**config.mk**
```make
export PLATFORM = sky130hd
export DESIGN_NAME = bfly_stage_ctrl
export DESIGN_NICKNAME = d
export VERILOG_FILES = /design/src/rtl/bfly_stage_ctrl.sv
export SDC_FILE = /design/constraint.sdc
export NUM_CORES = 1
export LEC_CHECK = 0
export ABC_AREA = 1
export ABC_CLOCK_PERIOD_IN_PS = 3200
export CELL_PAD_IN_SITES_DETAIL_PLACEMENT = 0
export CELL_PAD_IN_SITES_GLOBAL_PLACEMENT = 1
export CORE_ASPECT_RATIO = 1.2
export CORE_MARGIN = 8
export CORE_UTILIZATION = 23
export DETAILED_ROUTE_END_ITERATION = 8
export PLACE_DENSITY_LB_ADDON = 0.1
export SYNTH_ARGS = -nofsm -noshare
export SYNTH_HDL_FRONTEND = slang
export SYNTH_SLANG_ARGS = --single-unit
```
**constraint.sdc**
```tcl
create_clock -name clk -period 3.2 [get_ports clk]
set_clock_uncertainty 0.05 [all_clocks]
set_input_delay 0.8 -clock clk [delete_from_list [all_inputs] [get_ports clk]]
set_output_delay 0.8 -clock clk [all_outputs]
set_load 0.01 [all_outputs]
```
**src/rtl/bfly_stage_ctrl.sv**
```systemverilog
// Beat sequencer for one delay-line butterfly stage: fill/compute enables, bfly_en, valid/frame bookkeeping.
// Optional stall watchdog is compiled in with `define BFLY_CTRL_TIMEOUT_EN.
module bfly_stage_ctrl #(
    parameter int NUM      = 16,
    parameter int DATA     = 256,
    parameter int COUNT    = DATA / NUM,
    parameter int HALF     = COUNT / 2,
    parameter int PIPE_LAT = 1,
    parameter int TIMEOUT  = 64
) (
    input  logic                       clk,
    input  logic                       rstn,
    input  logic                       valid_in,
    input  logic                       flush,
    output logic                       sr_write,
    output logic                       sr_read,
    output logic                       bfly_en,
    output logic [$clog2(COUNT)-1:0]   beat_idx,
    output logic                       busy,
    output logic                       valid_out,
    output logic                       frame_done,
    output logic [15:0]                frame_cnt,
    output logic                       err
);

    localparam int IDXW = $clog2(COUNT);
    localparam logic [IDXW-1:0] LAST_IDX  = IDXW'(COUNT - 1);
    localparam logic [IDXW-1:0] FILL_LAST = IDXW'(HALF - 1);

    generate
        if ((COUNT < 2) || (COUNT % 2 != 0) || (PIPE_LAT < 1) || (TIMEOUT < 1)) begin : g_bad_cfg
            $error("bfly_stage_ctrl: illegal parameter combination");
        end
    endgenerate

    typedef enum logic [1:0] {
        S_IDLE,
        S_FILL,
        S_BFLY
    } state_t;

    state_t            r_state;
    state_t            w_state_next;
    logic [IDXW-1:0]   r_beat_idx;
    logic [IDXW-1:0]   w_beat_idx_next;
    logic              w_beat;
    logic              w_sr_write;
    logic              w_sr_read;
    logic              w_frame_inc;
    logic              w_timeout;
    logic              r_bfly_en;
    logic              r_bfly_last;
    logic [PIPE_LAT-1:0] w_vpipe;
    logic [PIPE_LAT-1:0] w_lpipe;
    logic [15:0]       r_frame_cnt;

    // flush suppresses every enable in its own cycle
    assign w_beat = valid_in & ~flush;

    always_ff @(posedge clk or negedge rstn) begin
        if (!rstn) begin
            r_state    <= S_IDLE;
            r_beat_idx <= '0;
        end else begin
            r_state    <= w_state_next;
            r_beat_idx <= w_beat_idx_next;
        end
    end

    always_comb begin
        w_state_next    = r_state;
        w_beat_idx_next = r_beat_idx;
        w_sr_write      = 1'b0;
        w_sr_read       = 1'b0;
        w_frame_inc     = 1'b0;
        case (r_state)
            S_IDLE: begin
                if (w_beat) begin
                    w_sr_write      = 1'b1;
                    w_beat_idx_next = IDXW'(1);
                    w_state_next    = (HALF == 1) ? S_BFLY : S_FILL;
                end
            end
            S_FILL: begin
                if (w_beat) begin
                    w_sr_write      = 1'b1;
                    w_beat_idx_next = r_beat_idx + 1'b1;
                    if (r_beat_idx == FILL_LAST) begin
                        w_state_next = S_BFLY;
                    end
                end
            end
            S_BFLY: begin
                if (w_beat) begin
                    w_sr_read = 1'b1;
                    if (r_beat_idx == LAST_IDX) begin
                        w_state_next    = S_IDLE;
                        w_beat_idx_next = '0;
                        w_frame_inc     = 1'b1;
                    end else begin
                        w_beat_idx_next = r_beat_idx + 1'b1;
                    end
                end
            end
            default: begin
                w_state_next    = S_IDLE;
                w_beat_idx_next = '0;
            end
        endcase
        if (w_timeout || flush) begin
            w_state_next    = S_IDLE;
            w_beat_idx_next = '0;
            w_frame_inc     = 1'b0;
        end
    end

`ifdef BFLY_CTRL_TIMEOUT_EN
    localparam int SW = $clog2(TIMEOUT + 1);
    logic [SW-1:0] r_stall;
    logic          r_err;

    // fires on the TIMEOUT-th consecutive idle cycle inside a frame
    assign w_timeout = (r_state != S_IDLE) && !valid_in && (r_stall == SW'(TIMEOUT - 1));

    always_ff @(posedge clk or negedge rstn) begin
        if (!rstn) begin
            r_stall <= '0;
            r_err   <= 1'b0;
        end else begin
            if (flush || valid_in || (r_state == S_IDLE) || w_timeout) begin
                r_stall <= '0;
            end else begin
                r_stall <= r_stall + 1'b1;
            end
            if (flush) begin
                r_err <= 1'b0;
            end else if (w_timeout) begin
                r_err <= 1'b1;
            end
        end
    end

    assign err = r_err;
`else
    assign w_timeout = 1'b0;
    assign err       = 1'b0;
`endif

    always_ff @(posedge clk or negedge rstn) begin
        if (!rstn) begin
            r_bfly_en   <= 1'b0;
            r_bfly_last <= 1'b0;
        end else if (flush || w_timeout) begin
            r_bfly_en   <= 1'b0;
            r_bfly_last <= 1'b0;
        end else begin
            r_bfly_en   <= w_sr_read;
            r_bfly_last <= w_sr_read & (r_beat_idx == LAST_IDX);
        end
    end

    // valid and last-of-frame flag travel together so frame_done lines up with valid_out
    genvar gi;
    generate
        for (gi = 0; gi < PIPE_LAT; gi++) begin : g_pipe
            logic w_v_in;
            logic w_l_in;
            logic r_v;
            logic r_l;
            if (gi == 0) begin : g_head
                assign w_v_in = r_bfly_en;
                assign w_l_in = r_bfly_last;
            end else begin : g_body
                assign w_v_in = w_vpipe[gi-1];
                assign w_l_in = w_lpipe[gi-1];
            end
            always_ff @(posedge clk or negedge rstn) begin
                if (!rstn) begin
                    r_v <= 1'b0;
                    r_l <= 1'b0;
                end else if (flush || w_timeout) begin
                    r_v <= 1'b0;
                    r_l <= 1'b0;
                end else begin
                    r_v <= w_v_in;
                    r_l <= w_l_in;
                end
            end
            assign w_vpipe[gi] = r_v;
            assign w_lpipe[gi] = r_l;
        end
    endgenerate

    always_ff @(posedge clk or negedge rstn) begin
        if (!rstn) begin
            r_frame_cnt <= '0;
        end else if (w_frame_inc) begin
            r_frame_cnt <= r_frame_cnt + 1'b1;
        end
    end

    assign sr_write   = w_sr_write;
    assign sr_read    = w_sr_read;
    assign bfly_en    = r_bfly_en;
    assign beat_idx   = r_beat_idx;
    assign busy       = (r_state != S_IDLE);
    assign valid_out  = w_vpipe[PIPE_LAT-1];
    assign frame_done = w_lpipe[PIPE_LAT-1];
    assign frame_cnt  = r_frame_cnt;

endmodule

```
# Word-level counts from Yosys, hierarchy flattened
# Cells that the tools add are included.
# word_totals
reg_bits	26
latch_bits	0
ram_bits	0
rom_bits	0
out_inout_bits	27
memories	0
# classes
n_addsub	2
mul	0
n_div	0
magnitude_cmp	0
eq_ne	9
n_shift	0
mux	24
bitwise_logic	3
reduce_logical	5
# op_table
op	n
$mux 4	5
$add 16x1->16 const B	1
$ne 3x3->1 const B	5
$mux 2	6
$pmux 4 s3	1
$mux 1	11
$pmux 2 s3	1
$reduce_and 5->1	1
$add 4x1->4 const B	1
$eq 4x3->1 const B	1
$eq 4x4->1 const B	1
$reduce_and 3->1	1
$and 1x1->1	2
$eq 2x1->1 const B	1
$eq 2x2->1 const B	1
$logic_not 2->1	1
$reduce_bool 2->1	1
$reduce_or 2->1	1
$not 1->1	1

# Depth between registers and ports, before layout
# logic_depth
word_depth	6
depth_mapped	8
depth_no_buf	8

# Worst setup path before layout
# Ideal clock, no wire load.
# synth_path
path_kind	input to output
start	input flush
end	output sr_write
t_arrival_ns	1.130
slack_ns	1.220
cell_stages	3
path_buffers	0
cell_sequence	inv_2 nand2_2 nor2_1
# synth_between
elab_chain_cells	4
# synth_lines
element	line_no	text
start, declared	14	input logic flush,
$not 1->1	58	assign w_beat = valid_in & ~flush;
$and 1x1->1	58	
$mux 1	78, 85	
$mux 1	-	
end, declared	15	output logic sr_write,
# Every way passes these cells.

# Worst setup path after layout
# layout_path
start	input flush
end	output sr_read
# layout_between
elab_chain_cells	4
# layout_lines
element	line_no	text
$not 1->1	58	
$and 1x1->1	58	
$mux 1	94	if (w_beat) begin
$mux 1	76	case (r_state)
end, declared	16	output logic sr_read,
# Every way passes these cells.

==> results.yml <==
global_routing:
  grt_pass1_vias: 1425
  antenna_found_initial: 0
  grt_usage_pct: 8.93
  grt_pass1_wl_mm: 6.89
  grt_max_degree: 27
  grt_overflow: 0
place:
  post-dp-hpwl_mm: 3.04
  io_buffers: 29
  place_congestion: 0.705
  dpl_worst_slack_ns: 0.214
  dpl.cell_count: 314
layout:
  n_fill_cell: 720
  n_antenna_cell: 0
  nNetsFinal: 240
  layoutNonFillerInstCount: 318
  fin_util_pct: 30.7
  drive_gt1_share_pct: 10.7
  area_growth_pct: 29.0
synth:
  yosys.area.top_type_share_pct: 42.7
  yosysWarnings: 0
  synth_flop_cell: "dfrtp_1"
  async_reset_ff_share_pct: 100
  synth-edff-count: 0
  syn-cell-area_um2: 1520
  syn_inst: 202
  mappedNetlistNets: 208
  syn_area_per_cell_um2: 7.54
  synth-seq-cells: 26
  synth_largest_area_cell: "dfrtp_1"
  synth_area_leaders: "dfrtp_1 43%, nand2_1 16%, inv_1 5.7%"
  yosysSeqAreaShare_pct: 42.7
  yosys.cell_types.count: 27
worst_setup_path:
  critPathKind: "in -> out"
  cpPeakStageDelay_ns: 0.55
  path_common_cell: "clkdlybuf4s50_1"
  start_kind: "primary input"
  crit_chain: "clkdlybuf4s50_1, inv_2, nand2_2, nor2_4, clkdlybuf4s50_1"
  timing.critical_path.slowest_stage_cell: "clkdlybuf4s50_1"
  crit_buf_inv: 3
  crit_fanout: 5
  critical-path-top-delay-family: "buffers and inverters"
  required_ns: 2.35
  cp.arrival_ns: 2.13
  worstSetupEndpointType: "output port"
clock_tree:
  cts_tree: "yes"
  ctsHoldBuffers: 0
  cts_resized: 0
  clk_path_buf_depth: 2
  cts_inserted_buffers: 3
  clkSlewWorstSetupHoldPaths_ns: 0.10
  cts-root-buf: "clkbuf_8"
  cts.sinks: 26
  cts_setup_buffers: 0
  htreeDepth: 1
  clk_latency_ns: 0.28
die:
  coreArea_um2: 6410
  die_x_um: 90.3
  start_util_pct: 23.8
  die_h_um: 105
  io_pins: 31
  std_cell_rows: 32
  dieArea_um2: 9490
job:
  maxCapViolCount: 0
timing:
  drv_slew: 0
  setup_viol: 0
  rsz0062_at_grt: "false"
  setup_tns_ns: 0
  setup_slack_ns: 0.223
  fmax_mhz: 336
  period_share_pct: 93.0
  finalCriticalPeriod_ns: 2.98
  final_hold_viol_count: 0
  holdWs_ns: 0.420
drt:
  initialDrtViolationCount: 33
  drtAntennaViolNets: 0
  dr.pass1.iters: 2
  drcViolationCount: 0
  viasPerCell: 4.04
  drt-wirelength-per-cell_um: 12.6
  vias: 1286
  wirelength_mm: 4.00
power_and_ir_drop:
  p_per_area_nw_per_um2: 413
  ir_worst_vdd_v: 0.000185
  power_leakage_nw: 0.886
run_status:
  outcome: "finished clean"
worst_hold_path:
  hold_class: "reg -> reg"
-- report_power, final --
| part | switching [mW] | leakage, nW | internal (mW) |
|---|---|---|---|
| clock network | 0.115 | 0.0357 | 0.168 |
| registers | 0.0236 | 0.334 | 0.346 |
| logic | 0.0903 | 0.517 | 0.0679 |
| total | 0.229 | 0.886 | 0.582 |
-- routing by layer --
metal / track usage, % / wire, um / share of wire [%] / vias to the layer above
met2: 16.4 / 2010 / 50 / 19
met4: 2.50 / 23 / 0.58 / 0
met5: 0 / 0 / 0 / -
li1: - / - / - / 685
met1: 9.62 / 1760 / 44 / 580
met3: 2.65 / 197 / 4.9 / 2
-- cell type report --
class                      count  area (um2)  share of cell area, %
sequential                    26         651                   33.1
inverter                      26         103                   5.22
clock inverter                 1        30.0                   1.53
tap                           85         106                   5.41
clock buffer                   3        41.3                   2.10
multi-input combinational    146         728                   37.1
timing repair buffer          31         305                   15.5
-- flip-flops by register name, summed over array words and instances (netlist names) --
| name | flops |
|---|---|
| valid_out | 1 |
| g_pipe.w_l_in | 1 |
| beat_idx | 4 |
| frame_done | 1 |
| r_state | 2 |
| bfly_en | 1 |
| frame_cnt | 16 |
-- synthesized netlist by cell type, types with 2 or more instances --
| cell type | n |
|---|---|
| o21ai_0 | 4 |
| dfrtp_1 | 26 |
| xnor2_1 | 3 |
| nor2_1 | 21 |
| nand4_1 | 4 |
| nor2_4 | 3 |
| nand2_1 | 66 |
| nand3_1 | 10 |
| a21oi_1 | 2 |
| inv_1 | 23 |
| nand2_2 | 4 |
| nor2_2 | 5 |
| ha_1 | 2 |
| o21ai_1 | 11 |
| xor2_1 | 4 |
| inv_2 | 2 |
| buf_4 | 2 |
-- cells by family after synthesis --
family	after synthesis	synth area share, %
XOR/XNOR	7	4.03
AND/OR/NAND/NOR	118	35.7
adder cells (fa/ha/maj)	2	1.64
AO/OA/AOI/OAI	18	6.16
other	1	0.246
flip-flops	26	42.7
buffers and inverters	30	9.45
-- cells in the final DEF, fill, tap and decap left out --
cell type        netlist  routed
nand2_1               66      66
clkdlybuf4s50_1        0      29
dfrtp_1               26      26
inv_1                 23      23
nor2_1                21      21
o21ai_1               11      11
nand3_1               10      10
nor2_2                 5       5
nand2_2                4       4
o21ai_0                4       4
nand4_1                4       4
xor2_1                 4       4
nor2_4                 3       3
xnor2_1                3       3
clkbuf_8               0       3
inv_2                  2       2
a21oi_1                2       2
ha_1                   2       2
buf_4                  2       2
nand2_4                1       1
inv_6                  1       1
nand3b_2               1       1
nor3_2                 1       1
nand4_2                1       1
nand3b_1               1       1
o22a_1                 1       1
conb_1                 1       1
bufinv_16              0       1
-- per-stage QoR --
step	cell area [um2]	total power [mW]
after global placement	1890	0.542
after floorplan	1520	0.470
final	1960	0.811
after global routing	1960	0.865
after detailed placement	1890	0.540
after CTS	1960	0.831
-- path summary, 6_finish.rpt --
check,cells past startpoint,slack [ns],end,from
setup / recovery,5,0.22,sr_read,flush
hold / removal,2,0.42,frame_done,g_pipe[0].w_l_in
setup reg to reg,7,1.61,frame_cnt[8],beat_idx[0]
hold reg to reg,2,0.42,frame_done,g_pipe[0].w_l_in
max in group asynchronous,2,1.99,frame_cnt[13],rstn
min in group asynchronous,2,0.84,g_pipe[0].w_l_in,rstn
-- tightest hold or removal path: cells and delay by family (launching register included) --
| kind | cells | cell delay, ns |
|---|---|---|
| buffers and inverters | 1 | 0.04 |
| flip-flops | 1 | 0.37 |
| AND/OR/NAND/NOR | 1 | 0.03 |
Note: power is estimated with default switching activity, not from simulation.
